File: config.mk
export PLATFORM = sky130hd
export DESIGN_NAME = ut_mc_flat
export DESIGN_NICKNAME = d
export VERILOG_FILES = /design/src/rtl/ut_pkg.sv /design/src/rtl/ut_mc_if.sv /design/src/rtl/ut_alu.sv /design/src/rtl/ut_mc.sv /design/src/flat_wrapper.sv
export SDC_FILE = /design/constraint.sdc
export NUM_CORES = 1
export LEC_CHECK = 0
export CAP_MARGIN = 10
export CORE_ASPECT_RATIO = 0.75
export CORE_MARGIN = 5
export CORE_UTILIZATION = 54
export CTS_CLUSTER_DIAMETER = 120
export DETAILED_ROUTE_END_ITERATION = 10
export GPL_TIMING_DRIVEN = 0
export PLACE_DENSITY = 0.77
export SYNTH_ARGS = -nofsm -noshare
export SYNTH_HDL_FRONTEND = slang
export SYNTH_SLANG_ARGS = --single-unit
export TNS_END_PERCENT = 100
File: constraint.sdc
create_clock -name clk -period 3.4 [get_ports clk]
set_clock_uncertainty 0.2 [all_clocks]
set_input_delay 0.34 -clock clk [delete_from_list [all_inputs] [get_ports clk]]
set_output_delay 0.34 -clock clk [all_outputs]
set_load 0.02 [all_outputs]
File: src/rtl/ut_pkg.sv
// Shared definitions for the UT processing unit: operation encodings and
// the multiply sequencer state type.
package ut_pkg;

    typedef logic [2:0] op_t;

    localparam op_t OP_LOAD = 3'b000;
    localparam op_t OP_AND  = 3'b001;
    localparam op_t OP_OR   = 3'b010;
    localparam op_t OP_XOR  = 3'b011;
    localparam op_t OP_ADD  = 3'b100;
    localparam op_t OP_SUB  = 3'b101;
    localparam op_t OP_ADC  = 3'b110;
    localparam op_t OP_MUL  = 3'b111;

    typedef enum logic {
        MUL_IDLE = 1'b0,
        MUL_RUN  = 1'b1
    } mul_state_t;

endpackage

File: src/rtl/ut_mc_if.sv
// Sequencer-facing strobe/status bundle of the UT processing unit.
interface ut_mc_if #(
    parameter int WIDTH = 8,
    parameter int NREG  = 4
);
    localparam int AW = $clog2(NREG);

    logic             ce;
    logic [2:0]       sel_ual;
    logic             load_reg;
    logic [AW-1:0]    wr_addr;
    logic [AW-1:0]    rd_addr;
    logic             load_accu;
    logic             load_carry;
    logic             init_carry;
    logic [WIDTH-1:0] data_in;
    logic [WIDTH-1:0] data_out;
    logic             carry;
    logic             zero;
    logic             busy;
    logic             done;

    modport master (
        output ce, sel_ual, load_reg, wr_addr, rd_addr,
               load_accu, load_carry, init_carry, data_in,
        input  data_out, carry, zero, busy, done
    );

    modport slave (
        input  ce, sel_ual, load_reg, wr_addr, rd_addr,
               load_accu, load_carry, init_carry, data_in,
        output data_out, carry, zero, busy, done
    );
endinterface

File: src/rtl/ut_alu.sv
// Single-cycle combinational ALU of the UT; LOAD and MUL results are
// produced elsewhere, so both return zero here.
module ut_alu
    import ut_pkg::*;
#(
    parameter int WIDTH = 8
) (
    input  logic [WIDTH-1:0] a,
    input  logic [WIDTH-1:0] b,
    input  logic             carry_in,
    input  op_t              op,
    output logic [WIDTH-1:0] result,
    output logic             cout
);
    logic [WIDTH:0] wide;

    // The extra top bit carries out for ADD/ADC and the borrow for SUB.
    always_comb begin
        wide = '0;
        case (op)
            OP_AND:  wide = {1'b0, a & b};
            OP_OR:   wide = {1'b0, a | b};
            OP_XOR:  wide = {1'b0, a ^ b};
            OP_ADD:  wide = {1'b0, a} + {1'b0, b};
            OP_SUB:  wide = {1'b0, a} - {1'b0, b};
            OP_ADC:  wide = {1'b0, a} + {1'b0, b} + {{WIDTH{1'b0}}, carry_in};
            default: wide = '0;
        endcase
        result = wide[WIDTH-1:0];
        cout   = wide[WIDTH];
    end
endmodule

File: src/rtl/ut_mc.sv
// UT processing unit: accumulator, operand register file, flags and a
// WIDTH-step shift-add multiplier, all outputs driven straight from flops.
module ut_mc
    import ut_pkg::*;
#(
    parameter int WIDTH = 8,
    parameter int NREG  = 4
) (
    input logic clk,
    input logic rst,
    ut_mc_if.slave bus
);
    localparam int AW = $clog2(NREG);
    localparam int CW = $clog2(WIDTH + 1);

    logic [WIDTH-1:0]   accu_q;
    logic [WIDTH-1:0]   regs_q [NREG];
    logic               carry_q, zero_q, busy_q, done_q;
    mul_state_t         state_q;
    logic [CW-1:0]      cnt_q;
    logic [WIDTH-1:0]   mcand_q;
    logic [2*WIDTH-1:0] prod_q;

    logic [WIDTH-1:0]   opb, alu_res, res_d;
    logic               alu_cout, en, mul_start;
    logic [WIDTH:0]     psum;
    logic [2*WIDTH-1:0] prod_d;

    assign en        = bus.ce && !busy_q;
    assign mul_start = bus.load_accu && (op_t'(bus.sel_ual) == OP_MUL);
    assign opb       = regs_q[bus.rd_addr];

    ut_alu #(.WIDTH(WIDTH)) u_alu (
        .a        (accu_q),
        .b        (opb),
        .carry_in (carry_q),
        .op       (op_t'(bus.sel_ual)),
        .result   (alu_res),
        .cout     (alu_cout)
    );

    assign res_d = (op_t'(bus.sel_ual) == OP_LOAD) ? bus.data_in : alu_res;

    // Multiplier lives in the low half; partial sum accumulates in the high half.
    always_comb begin
        psum   = {1'b0, prod_q[2*WIDTH-1:WIDTH]} + (prod_q[0] ? {1'b0, mcand_q} : '0);
        prod_d = {psum, prod_q[WIDTH-1:1]};
    end

    for (genvar gi = 0; gi < NREG; gi++) begin : g_reg
        always_ff @(posedge clk or posedge rst) begin
            if (rst) begin
                regs_q[gi] <= '0;
            end else if (en && bus.load_reg && bus.wr_addr == AW'(gi)) begin
                regs_q[gi] <= bus.data_in;
            end
        end
    end

    always_ff @(posedge clk or posedge rst) begin
        if (rst) begin
            accu_q  <= '0;
            carry_q <= 1'b0;
            zero_q  <= 1'b0;
            busy_q  <= 1'b0;
            done_q  <= 1'b0;
            state_q <= MUL_IDLE;
            cnt_q   <= '0;
            mcand_q <= '0;
            prod_q  <= '0;
        end else if (bus.ce) begin
            done_q <= 1'b0;
            if (state_q == MUL_RUN) begin
                prod_q <= prod_d;
                cnt_q  <= cnt_q + 1'b1;
                if (cnt_q == CW'(WIDTH - 1)) begin
                    accu_q  <= prod_d[WIDTH-1:0];
                    carry_q <= |prod_d[2*WIDTH-1:WIDTH];
                    zero_q  <= (prod_d[WIDTH-1:0] == '0);
                    busy_q  <= 1'b0;
                    done_q  <= 1'b1;
                    state_q <= MUL_IDLE;
                    cnt_q   <= '0;
                end
            end else if (mul_start) begin
                mcand_q <= accu_q;
                prod_q  <= {{WIDTH{1'b0}}, opb};
                cnt_q   <= '0;
                busy_q  <= 1'b1;
                state_q <= MUL_RUN;
            end else begin
                if (bus.load_accu) begin
                    accu_q <= res_d;
                    zero_q <= (res_d == '0);
                end
                if (bus.init_carry) begin
                    carry_q <= 1'b0;
                end else if (bus.load_carry) begin
                    carry_q <= alu_cout;
                end
            end
        end
    end

    assign bus.data_out = accu_q;
    assign bus.carry    = carry_q;
    assign bus.zero     = zero_q;
    assign bus.busy     = busy_q;
    assign bus.done     = done_q;
endmodule

File: src/flat_wrapper.sv
// flat-port wrapper written by rule: the top's interface ports become plain ports
module ut_mc_flat import ut_pkg::*;
#(
    parameter int WIDTH = 8,
    parameter int NREG  = 4
)
  (clk, rst, bus_ce, bus_sel_ual, bus_load_reg, bus_wr_addr, bus_rd_addr, bus_load_accu, bus_load_carry, bus_init_carry, bus_data_in, bus_data_out, bus_carry, bus_zero, bus_busy, bus_done);
  ut_mc_if #(.WIDTH(WIDTH), .NREG(NREG)) bus_i ();
  input logic clk;
  input logic rst;
  input wire logic [$bits(bus_i.ce)-1:0] bus_ce;
  input wire logic [$bits(bus_i.sel_ual)-1:0] bus_sel_ual;
  input wire logic [$bits(bus_i.load_reg)-1:0] bus_load_reg;
  input wire logic [$bits(bus_i.wr_addr)-1:0] bus_wr_addr;
  input wire logic [$bits(bus_i.rd_addr)-1:0] bus_rd_addr;
  input wire logic [$bits(bus_i.load_accu)-1:0] bus_load_accu;
  input wire logic [$bits(bus_i.load_carry)-1:0] bus_load_carry;
  input wire logic [$bits(bus_i.init_carry)-1:0] bus_init_carry;
  input wire logic [$bits(bus_i.data_in)-1:0] bus_data_in;
  output wire logic [$bits(bus_i.data_out)-1:0] bus_data_out;
  output wire logic [$bits(bus_i.carry)-1:0] bus_carry;
  output wire logic [$bits(bus_i.zero)-1:0] bus_zero;
  output wire logic [$bits(bus_i.busy)-1:0] bus_busy;
  output wire logic [$bits(bus_i.done)-1:0] bus_done;
  assign bus_i.ce = bus_ce;
  assign bus_i.sel_ual = bus_sel_ual;
  assign bus_i.load_reg = bus_load_reg;
  assign bus_i.wr_addr = bus_wr_addr;
  assign bus_i.rd_addr = bus_rd_addr;
  assign bus_i.load_accu = bus_load_accu;
  assign bus_i.load_carry = bus_load_carry;
  assign bus_i.init_carry = bus_init_carry;
  assign bus_i.data_in = bus_data_in;
  assign bus_data_out = bus_i.data_out;
  assign bus_carry = bus_i.carry;
  assign bus_zero = bus_i.zero;
  assign bus_busy = bus_i.busy;
  assign bus_done = bus_i.done;
  ut_mc #(.WIDTH(WIDTH), .NREG(NREG)) u_core (.clk(clk), .rst(rst), .bus(bus_i));
endmodule
**Word level (Yosys, flattened, before mapping)**

Cells that the tools add are included.

- Register bits after elaboration: 73
- Word-level logic and storage cells: 90

- Add/sub/neg operators: 5
- Order comparisons: 1
- Equal/unequal tests: 13
- Muxes and demuxes: 32
- Bitwise logic cells: 5
- Reduce and logical (&&, ||, !) cells: 21

Operators by type and width:

| kind | number |
|---|---|
| $mux 8 | 8 |
| $pmux 9 s6 | 1 |
| $mux 16 | 2 |
| $mux 1 | 17 |
| $bmux 8 s2 | 1 |
| $logic_not 8->1 | 2 |
| $eq 3x3->1 const B | 4 |
| $mux 4 | 3 |
| $add 8x8->9 | 1 |
| $add 8x9->9 | 1 |
| $add 9x1->9 | 1 |
| $sub 8x8->9 | 1 |
| $and 8x8->8 | 1 |
| $or 8x8->8 | 1 |
| $reduce_and 4->1 | 2 |
| $reduce_or 8->1 | 1 |
| $xor 8x8->8 | 1 |
| $logic_and 1x1->1 | 7 |
| $eq 3x2->1 const B | 2 |
| $reduce_and 3->1 | 2 |
| $add 4x1->4 const B | 1 |
| $eq 2x2->1 const B | 2 |
| $eq 4x3->1 const B | 1 |
| $reduce_bool 2->1 | 2 |
| 12 further kinds | 12 |

**Longest topological paths before layout**

Gate-level depths: netlist of run 1.

- Depth in word-level cells: 12
- Mapped depth: 12
- Depth with buffers taken out: 11

**Cells and area by module**

A second synthesis of run 1 with hierarchy kept.

- Cells, all modules: 507
- Area total of the unflattened synthesis: 5098.6 sq um

By module, submodules not included:

| module | instances | cells an instance | area each (sq um) | seq. area each (sq um) |
|---|---|---|---|---|
| ut_mc | 1 | 305 | 3671.0 | 1826.8 |
| ut_alu | 1 | 202 | 1427.6 | 0.0 |

**Least setup slack after synthesis of run 1**

Ideal clock, no wire load.

- Path kind: input -> register
- From: in bus_rd_addr[0]
- To: reg u_core.zero_q, in the netlist u_core.bus.zero
- Arrival time: 3300 ps
- Data required time: 3080 ps
- Slack: -220 ps
- Stages: 11
- Buffers on the path: 1
- Cell sequence: buf_2 > mux4_2 > ha_1 > fa_1 > xor2_2 > mux2_1 > o221ai_1 > o21ai_0 > and4b_1 > and3b_1 > a41o_1

- Word-level cells in the longest chain between the ends: 12

RTL lines:

| element | RTL line | text |
|---|---|---|
| start, declared | flat_wrapper.sv:15 | `input wire logic [$bits(bus_i.rd_addr)-1:0] bus_rd_addr;` |
| $not 2->3 (not written as such) (*) | ut_mc.sv:31 | `assign opb = regs_q[bus.rd_addr];` |
| $bmux 8 s2 (*) | ut_mc.sv:31 |  |
| $mux 8 (not written as such) (*) (2 in a row) | ut_mc.sv:31 |  |
| $add 8x8->9 | ut_alu.sv:24, ut_alu.sv:26 |  |
| $add 9x1->9 | ut_alu.sv:26 | `OP_ADC: wide = {1'b0, a} + {1'b0, b} + {{WIDTH{1'b0}}, carry_in};` |
| $pmux 9 s6 (*) | ut_alu.sv:20 | `case (op)` |
| $mux 8 (*) | ut_mc.sv:42 | `assign res_d = (op_t'(bus.sel_ual) == OP_LOAD) ? bus.data_in : alu_res;` |
| $logic_not 8->1 (*) | ut_mc.sv:94 | `zero_q <= (res_d == '0);` |
| $mux 1 (*) | ut_mc.sv:92 | `if (bus.load_accu) begin` |
| $mux 1 (*) | ut_mc.sv:85 | `end else if (mul_start) begin` |
| $mux 1 (*) | ut_mc.sv:73 | `if (state_q == MUL_RUN) begin` |
| end signal, assigned | ut_mc.sv:79 | `zero_q <= (prod_d[WIDTH-1:0] == '0);` |
| end signal, assigned | ut_mc.sv:94 |  |
| end, declared | ut_mc.sv:18 | `logic carry_q, zero_q, busy_q, done_q;` |

Mark *: on every way between the ends. The rest lies on a longest branch, timed or not. The select of a mux whose other input is x is not followed.
A chain may end at the register's enable or synchronous reset.

**Worst setup path after layout of run 1**

- From: reg u_core.regs_q[0] (netlist name)
- To: reg u_core.accu_q[4], in the netlist u_core.bus.data_out[4]

- Word-level cells in the longest chain between the ends: 10

RTL lines:

| element | RTL line | text |
|---|---|---|
| start, declared | ut_mc.sv:17 | `logic [WIDTH-1:0] regs_q [NREG];` |
| start signal, assigned by index | ut_mc.sv:55 | `regs_q[gi] <= bus.data_in;` |
| $bmux 8 s2 (*) | ut_mc.sv:31 |  |
| $mux 8 (not written as such) (*) (2 in a row) | ut_mc.sv:31 |  |
| $add 8x8->9 | ut_alu.sv:24, ut_alu.sv:26 |  |
| $add 9x1->9 | ut_alu.sv:26 |  |
| $pmux 9 s6 (*) | ut_alu.sv:20 |  |
| $mux 8 (*) | ut_mc.sv:42 |  |
| $mux 8 (*) | ut_mc.sv:92 |  |
| $mux 8 (*) | ut_mc.sv:85 |  |
| $mux 8 (*) | ut_mc.sv:73 |  |
| end signal, assigned | ut_mc.sv:77 | `accu_q <= prod_d[WIDTH-1:0];` |
| end signal, assigned | ut_mc.sv:93 | `accu_q <= res_d;` |
| end, declared | ut_mc.sv:16 | `logic [WIDTH-1:0] accu_q;` |

Marks and branches as above.

==> out/qor.yml, run 1 <==
logic_synthesis:
  synthesis.area_mm2: 0.00505
  synth_nets: 549
  ys_ff_latch: 73
  synth.distinct_cells: 64
  async_flop_share_pct: 100
  synthesis.instances: 488
  ys_warn_count: 0
  avgSynthCellArea_um2: 10.4
  synth_edf_count: 0
  synth_top_flop_cell: "dfrtp_1"
  ys_seq_area_share_pct: 36.1
critical_path:
  cp-start-kind: "flop"
  endpoint_kind: "flop"
  cp_max_fo: 3
  cp.arrival_ns: 3.48
  r2r-start: "u_core.regs_q[0]"
  cp-startpoint: "u_core.regs_q[0]"
  path_class: "flop to flop"
  cp_data_required_time_ns: 3.42
  r2r_slack_ns: -0.05
global_routing:
  busiest_layer: "met2"
  grt_use_met1_pct: 32.6
  grt-ovfl-total: 0
  grt_pass1_wl_mm: 20.5
  antenna_found_initial: 0
  grt_pass1_vias: 4015
  grtUsageMet3_pct: 6.62
  grt.met2_usage_pct: 34.5
  grt_max_degree: 74
  grt_use_total_pct: 22.9
die:
  die_x_um: 122
  initial_core_util_pct: 55.6
  io_pins: 34
  num_rows: 30
  die_h_um: 93.8
  die-area_mm2: 0.0114
  core_area_mm2: 0.00908
sta:
  setup-tns-final_ns: -0.0510
  fmax_ghz: 0.290
  finalSetupViolations: 1
  relSlewSlack_pct: 39.4
  finalCriticalPeriod_ns: 3.45
  rsz0062_at_grt: "true"
  finalMaxSlewViolations: 0
  period_share_pct: 101
  finalWorstSetupSlack_ns: -0.0510
  hold_viol: 0
  tightest_slew_ns: 0.908
outcome:
  status: "complete, but fails checks"
  violations: "setup timing"
route:
  routed_via_density: 6.05
  routed_wl_mm: 12.7
  vias: 4041
  drc: 0
  firstDrtPassIters: 5
  wl_per_cell_um: 19.1
  detail-route-antenna-nets: 0
  drt_iter0_markers: 365
power:
  ir_worst_vdd_mv: 0.617
  cellLeakagePower_nw: 2.64
  power_density_mw_per_mm2: 1020
clock_network:
  numCtsBuffers: 9
  hold_buffers: 0
  cts_max_level: 3
  tritoncts: "built"
  clk_pin_slew_ns: 0.06
  cts_sinks: 73
  cts.path.max_buffers: 2
  clk_latency_ns: 0.34
  root_buffer: "clkbuf_16"
cells_and_area:
  final_common_cell: "dfrtp_1"
  fin_area_mm2: 0.00597
  utilization_pct: 65.8
  final_cell_mix: "dfrtp_1 (73), mux2_2 (43), nand2_1 (42), ha_1 (34), inv_1 (33)"
  multi_input_area_mm2: 0.00311
  drive_above_1_share_pct: 22.8
  area_growth_pct: 18.2
  ff_latch_area_mm2: 0.00183
  nets: 596
  diodes: 0
  nFillCells: 694
min_path:
  hold_start: "bus_ce"
  min_path_type: "input port to flop"
placement:
  dpl.hpwl_mm: 9.52
  portBuffers: 29
  dpl_worst_slack_ns: -0.394
  place_congestion: 0.917
  place_area_mm2: 0.00553
job:
  cap_viol_max_count: 0
-- power by group --
part	leakage [nW]	internal [W]	switching (W)
Combinational	1.58	0.00164	0.00188
Clock	0.146	0.000574	0.000396
Sequential	0.912	0.00125	0.000328
-- sequential cells by signal, indices dropped and copies added (netlist names) --
register / cells
u_core.regs_q: 32
u_core.prod_q: 16
u_core.bus.data_out: 8
u_core.mcand_q: 8
u_core.cnt_q: 4
u_core.bus.busy: 1
u_core.bus.carry: 1
u_core.bus.done: 1
u_core.bus.zero: 1
u_core.state_q: 1
-- through the flow --
step / std cells / power, W / hold WS (ns)
2_1_floorplan: 488 / 0.00394 / 0.240
3_3_place_gp: 645 / 0.00459 / 0.257
3_5_place_dp: 645 / 0.00475 / 0.275
4_1_cts: 663 / 0.00581 / 0.235
5_1_grt: 668 / 0.00648 / 0.306
6_report: 668 / 0.00607 / 0.247
-- cell usage after synthesis (6+ instances only) --
| library cell | instances | area, µm² |
|---|---|---|
| nand2_1 | 42 | 158 |
| xnor2_1 | 11 | 96.3 |
| a21oi_1 | 22 | 110 |
| dfrtp_1 | 73 | 1830 |
| buf_2 | 8 | 40.0 |
| a22o_1 | 7 | 61.3 |
| mux2i_1 | 9 | 90.1 |
| and2_1 | 13 | 81.3 |
| mux4_2 | 14 | 315 |
| mux2_2 | 44 | 495 |
| xor2_1 | 7 | 61.3 |
| nor2_1 | 23 | 86.3 |
| o21a_1 | 7 | 52.6 |
| ha_1 | 36 | 450 |
| a211oi_1 | 6 | 45.0 |
| o211ai_1 | 6 | 45.0 |
| inv_1 | 34 | 128 |
| a21o_1 | 6 | 45.0 |
| nand3_1 | 7 | 35.0 |
| nor3_1 | 7 | 35.0 |
| o21ai_0 | 27 | 135 |
| clkbuf_1 | 9 | 33.8 |
-- worst max-delay path, stage by stage, from the launching register on --
cell	delay, ns
dfrtp_1	0.38
mux4_2	0.53
ha_4	0.20
fa_2	0.41
a211oi_4	0.32
buf_4	0.17
o21ba_4	0.16
nor2_2	0.05
xor2_1	0.16
a222oi_1	0.33
o21ai_1	0.14
mux2_4	0.29
-- logic make-up after synthesis --
group,synth area share (%)
compound gates,15.6
flops,36.1
buf+inv,4.43
xor+xnor,3.44
mux,18.0
simple gates,12.3
fa+ha+maj,10.1
-- routing by layer --
metal | up-vias | routed length (µm) | part of all wire (%)
li1 | 1855 | - | -
met1 | 2011 | 5850 | 46
met2 | 162 | 5750 | 45
met3 | 13 | 1010 | 7.9
met4 | 0 | 134 | 1.1
met5 | - | 0 | 0
-- worst paths after layout --
path	endpoint	cells past startpoint
max reg2reg	u_core.bus.data_out[4]	11
min	u_core.bus.done	2
max in group asynchronous	u_core.regs_q[23]	2
min reg2reg	u_core.cnt_q[3]	1
min in group asynchronous	u_core.cnt_q[3]	2
max	u_core.bus.data_out[4]	11
-- timing repair --
item	CTS	global route
endpoints found under the hold margin	0	0
pin swaps	1	16
resized for setup	4	16
setup buffers	2	5
gates cloned	0	0
endpoints found under the setup margin	3	5
-- layout make-up --
cell class	count	area share, %
plain buffers	21	1.72
clock buffers	9	3.77
repair buffers	36	5.74
well taps	128	2.68
inverters	34	2.18
clock inverters	7	1.36
multi-input cells	360	52.0
flip-flops and latches	73	30.6
(Power assumes the default switching activity.)
==> run 2: changes to the inputs <==
- CAP_MARGIN: 10 -> 25
- CORE_MARGIN: 5 -> default
==> run 2 against run 1 <==
The run still ends with setup timing left. Design area is 1.5% higher. Via count is 3.2% higher. First-iteration DRC count is 29% lower. Worst setup slack worse by 0.032 ns. Critical path type unchanged. Largest power group unchanged.
==> out/qor.yml, run 2 (synthesis results as in run 1) <==
critical_path:
  path_class: "flop to flop"
  path_cells: "mux4_2 -> ha_4 -> fa_2 -> a211oi_4 -> buf_4 -> o21ba_4 -> nor2_2 -> xor2_1 -> a222oi_1 -> buf_4 -> o21ai_2 -> mux2_4"
  r2r-start: "u_core.regs_q[8]"
  rr_worst_depth: 12
  crit_family: "multiplexers"
  path_buf_inv: 2
  cp_data_required_time_ns: 3.42
  cp_slowest_stage_delay_ns: 0.52
  path_common_cell: "buf_4"
  endpoint_kind: "flop"
  crit_slowest_cell: "mux4_2"
  cp-start-kind: "flop"
  rr_endpoint: "u_core.bus.data_out[4]"
  cp_max_fo: 3
  cp.arrival_ns: 3.50
  r2r_slack_ns: -0.08
  cp-startpoint: "u_core.regs_q[8]"
route:
  routed_wl_mm: 13.1
  wl_per_cell_um: 19.4
  drt_iter0_markers: 258
  firstDrtPassIters: 5
  detail-route-antenna-nets: 0
  routed_via_density: 6.19
  vias: 4171
  drc: 0
sta:
  rsz0062_at_grt: "true"
  finalSetupViolations: 2
  period_share_pct: 102
  hold_viol: 0
  finalWorstSetupSlack_ns: -0.0831
  finalCriticalPeriod_ns: 3.48
  relSlewSlack_pct: 41.1
  finalMaxSlewViolations: 0
  tightest_slew_ns: 0.883
  fmax_ghz: 0.287
  holdWs_ns: 0.245
min_path:
  hold_start: "bus_ce"
  min_delay_path_depth: 2
  hold_path_end: "u_core.bus.done"
  min_path_type: "input port to flop"
cells_and_area:
  largest_reg_flops: 32
  nets: 602
  reg_top3: "u_core.regs_q x32, u_core.prod_q x16"
  area_growth_pct: 20.0
  top_register: "u_core.regs_q"
  stdcell_count: 674
  final_common_cell: "dfrtp_1"
  utilization_pct: 66.8
  final_cell_mix: "dfrtp_1 (73), mux2_2 (43), nand2_1 (42), ha_1 (34), inv_1 (33)"
  diodes: 0
  drive_above_1_share_pct: 24.0
global_routing:
  grt_pass1_vias: 4011
  grt-ovfl-total: 0
  grt_max_degree: 74
  grt_pass1_wl_mm: 20.5
  grt_use_total_pct: 27.8
  antenna_found_initial: 0
placement:
  dp.cells: 645
  place_congestion: 0.927
  dpl_worst_slack_ns: -0.442
  dpl.hpwl_mm: 9.25
  portBuffers: 29
clock_network:
  root_buffer: "clkbuf_16"
  clk_latency_ns: 0.34
  cts.path.max_buffers: 2
  numCtsBuffers: 9
  cts_max_level: 3
  clk_pin_slew_ns: 0.06
  cts_sinks: 73
  tritoncts: "built"
  hold_buffers: 0
outcome:
  status: "complete, but fails checks"
  violations: "setup timing"
power:
  power_density_mw_per_mm2: 1050
  cellLeakagePower_nw: 2.68
  fin_total_pwr_w: 0.00636
  ir_worst_vdd_mv: 0.503
die:
  die_h_um: 85.8
  io_pins: 34
  initial_core_util_pct: 55.6
  die-area_mm2: 0.00976
  core_area_mm2: 0.00908
  num_rows: 30
  die_x_um: 114
job:
  cap_viol_max_count: 0
==> run 2: area by class of cell <==
| cell class | count | area (µm²) |
|---|---|---|
| multi-input cells | 360 | 3140 |
| plain buffers | 21 | 103 |
| flip-flops and latches | 73 | 1830 |
| fillers | 690 | 3020 |
| well taps | 128 | 160 |
| clock buffers | 12 | 267 |
| inverters | 34 | 130 |
| clock inverters | 4 | 50.0 |
| repair buffers | 42 | 392 |
==> run 2: repair_timing <==
action / CTS / global route
pin swaps: 2 / 13
gates resized for setup: 4 / 22
gates cloned: 0 / 0
setup endpoints to repair: 5 / 6
buffers inserted: 8 / 5
==> run 2: worst reg2reg max path: cells and delay by family (launching register included) <==
kind / cells / cell delay [ns]
mux: 2 / 0.80
compound gates: 4 / 0.80
fa+ha+maj: 2 / 0.60
flops: 1 / 0.38
buf+inv: 2 / 0.37
xor+xnor: 1 / 0.17
simple gates: 1 / 0.05
==> run 2: metal layers <==
metal  share of wire (%)  global-route usage, %
met5                   0                      0
met4                 2.0                   9.45
met3                 7.9                   6.08
met2                  44                   41.4
met1                  46                   40.4
==> run 2: where the power goes <==
group / leakage (nW) / internal (W) / switching [W] / total, W
registers: 0.912 / 0.00125 / 0.000321 / 0.00157
logic: 1.62 / 0.00175 / 0.00204 / 0.00379
clock network: 0.151 / 0.000626 / 0.000365 / 0.000992
total: 2.68 / 0.00363 / 0.00272 / 0.00636
==> run 2: stage by stage <==
stage | TNS, ns | instance area [µm²]
after floorplan | 0 | 5080
after global placement | -14.82 | 5530
after detailed placement | -2.29 | 5530
after CTS | 0 | 5930
after global routing | -0.425 | 6060
final | -0.133 | 6060
==> run 2: worst max-delay path by stage <==
stage | to | slack (ns) | cells after the start
4_1_cts | u_core.bus.zero | 0.0004 | 11
3_3_place_gp | u_core.bus.zero | -0.37 | 12
6_report | u_core.bus.data_out[4] | -0.08 | 12
3_5_place_dp | u_core.bus.zero | -0.44 | 12
2_1_floorplan | u_core.bus.zero | 0.003 | 12
5_1_grt | u_core.bus.data_out[4] | -0.14 | 12
==> run 3: changes to the inputs <==
- CORE_UTILIZATION: 54 -> 25
- PLACE_DENSITY: 0.77 -> default
- TNS_END_PERCENT: 100 -> 50
==> run 3 against run 2 <==
The run ends with DRC left. Worst setup slack improved by 0.14 ns. Non-clock buffer count fell by 5. Register-to-register slack improved by 0.14 ns. Final cell count rose by 18%. Design area rose by 1.7%. Maximum frequency rose by 4.2%. Sequential cell count did not move. Global-route usage fell by 14 points. Sequential share of layout area fell by 0.49 points. Clock power fell by 3.0%.
==> out/qor.yml, run 3 (synthesis results as in run 1) <==
outcome:
  status: "complete, but fails checks"
  violations: "DRC"
critical_path:
  cp-start-kind: "flop"
  path_cells: "mux4_2 -> ha_4 -> fa_2 -> and3_4 -> o211ai_1 -> nor4_2 -> buf_4 -> a21oi_1 -> nor3_2 -> o21ai_0 -> mux2_2"
  path_buf_inv: 1
  rr_endpoint: "u_core.bus.data_out[5]"
  cp_max_fo: 3
  r2r-start: "u_core.regs_q[8]"
  cp_slowest_stage_delay_ns: 0.57
  crit_slowest_cell: "fa_2"
  cp_data_required_time_ns: 3.42
  crit_family: "multiplexers"
  rr_worst_depth: 11
  path_class: "flop to flop"
  r2r_slack_ns: 0.06
  endpoint_kind: "flop"
  cp.arrival_ns: 3.37
sta:
  fmax_ghz: 0.299
  finalCriticalPeriod_ns: 3.34
  holdWs_ns: 0.156
  finalWorstSetupSlack_ns: 0.0560
  tightest_slew_ns: 0.842
  period_share_pct: 98.4
  rsz0062_at_grt: "true"
  hold_viol: 0
  finalSetupViolations: 0
  relSlewSlack_pct: 43.6
  finalMaxSlewViolations: 0
cells_and_area:
  final_cell_mix: "dfrtp_1 (73), mux2_2 (44), nand2_1 (42), ha_1 (34), inv_1 (33)"
  nFillCells: 2033
  utilization_pct: 31.5
  area_growth_pct: 22.0
  reg_top3: "u_core.regs_q x32, u_core.prod_q x16"
  largest_reg_flops: 32
  ff_latch_area_mm2: 0.00183
  fin_area_mm2: 0.00616
  drive_above_1_share_pct: 23.0
  top_register: "u_core.regs_q"
  stdcell_count: 793
  nets: 597
  final_common_cell: "dfrtp_1"
  diodes: 0
  multi_input_area_mm2: 0.00312
route:
  detail-route-antenna-nets: 0
  wl_per_cell_um: 16.8
  drc: 4
  routed_wl_mm: 13.3
  drt_iter0_markers: 245
  firstDrtPassIters: 7
  routed_via_density: 4.94
  vias: 3914
power:
  cellLeakagePower_nw: 2.66
  power_density_mw_per_mm2: 978
  clkPwrFrac_pct: 16.0
  combPwrFrac_pct: 57.9
  switching_power_w: 0.00255
  p_sw_share_pct: 42.2
  p_int_w: 0.00348
  power_frac_seq_pct: 26.1
  ir_worst_vdd_mv: 0.388
clock_network:
  cts_sinks: 73
  clk_pin_slew_ns: 0.06
  cts_max_level: 3
  root_buffer: "clkbuf_16"
  numCtsBuffers: 9
  clk_latency_ns: 0.34
  cts.path.max_buffers: 2
  tritoncts: "built"
  hold_buffers: 0
placement:
  dpl_worst_slack_ns: -0.485
  dp.cells: 771
  dpl.hpwl_mm: 10.1
  portBuffers: 29
  place_congestion: 0.846
  place_area_mm2: 0.00572
die:
  die_h_um: 125
  die-area_mm2: 0.0208
  initial_core_util_pct: 25.8
  die_x_um: 166
  core_area_mm2: 0.0196
  io_pins: 34
  num_rows: 44
job:
  cap_viol_max_count: 0
min_path:
  min_path_type: "input port to async pin"
global_routing:
  grt_pass1_wl_mm: 21.5
  grt_use_total_pct: 13.5
  grt_pass1_vias: 3710
  grt_max_degree: 43
  grt-ovfl-total: 0
  antenna_found_initial: 0
==> run 3: how the worst max path moves through the flow <==
stage / to / cells past startpoint / slack [ns] / startpoint
2_1_floorplan: u_core.bus.zero / 12 / 0.003 / bus_rd_addr[0]
3_3_place_gp: u_core.bus.data_out[5] / 11 / -0.48 / bus_rd_addr[1]
3_5_place_dp: u_core.bus.zero / 12 / -0.49 / bus_rd_addr[1]
4_1_cts: u_core.bus.data_out[5] / 12 / 0.0004 / u_core.regs_q[0]
5_1_grt: u_core.bus.data_out[5] / 11 / -0.08 / u_core.regs_q[9]
6_report: u_core.bus.data_out[5] / 11 / 0.06 / u_core.regs_q[8]
==> run 3: metal layers <==
layer,wire length [µm],up-vias,GRT usage [%]
li1,-,1857,-
met1,7100,1941,21.2
met2,5230,105,17.6
met3,845,11,3.36
met4,157,0,4.29
met5,0,-,0
==> run 3: stage by stage <==
stage	total power [W]	setup TNS, ns
2_1_floorplan	0.00394	0
3_3_place_gp	0.00470	-30.69
3_5_place_dp	0.00475	-2.58
4_1_cts	0.00583	0
5_1_grt	0.00650	-0.156
6_report	0.00603	0
==> run 3: power by group through the flow <==
stage	combinational [W]	clock (W)	sequential, W
5_1_grt	0.00384	0.00103	0.00164
2_1_floorplan	0.00241	0	0.00154
4_1_cts	0.00326	0.000986	0.00158
3_5_place_dp	0.00316	0	0.00159
6_report	0.00349	0.000962	0.00158
3_3_place_gp	0.00312	0	0.00158
==> run 3: cell type report <==
class | count | area share, %
buffer | 21 | 1.68
clock buffer | 12 | 4.16
clock inverter | 3 | 0.649
inverter | 34 | 2.11
multi-input combinational | 360 | 50.6
sequential | 73 | 29.6
tap | 253 | 5.13
timing repair buffer | 37 | 6.07
==> run 3: repair_timing <==
item                       4_1_cts  5_1_grt
setup buffers                    4        3
resized for setup                4       16
setup endpoints to repair        5        5
pin swaps                        6        8
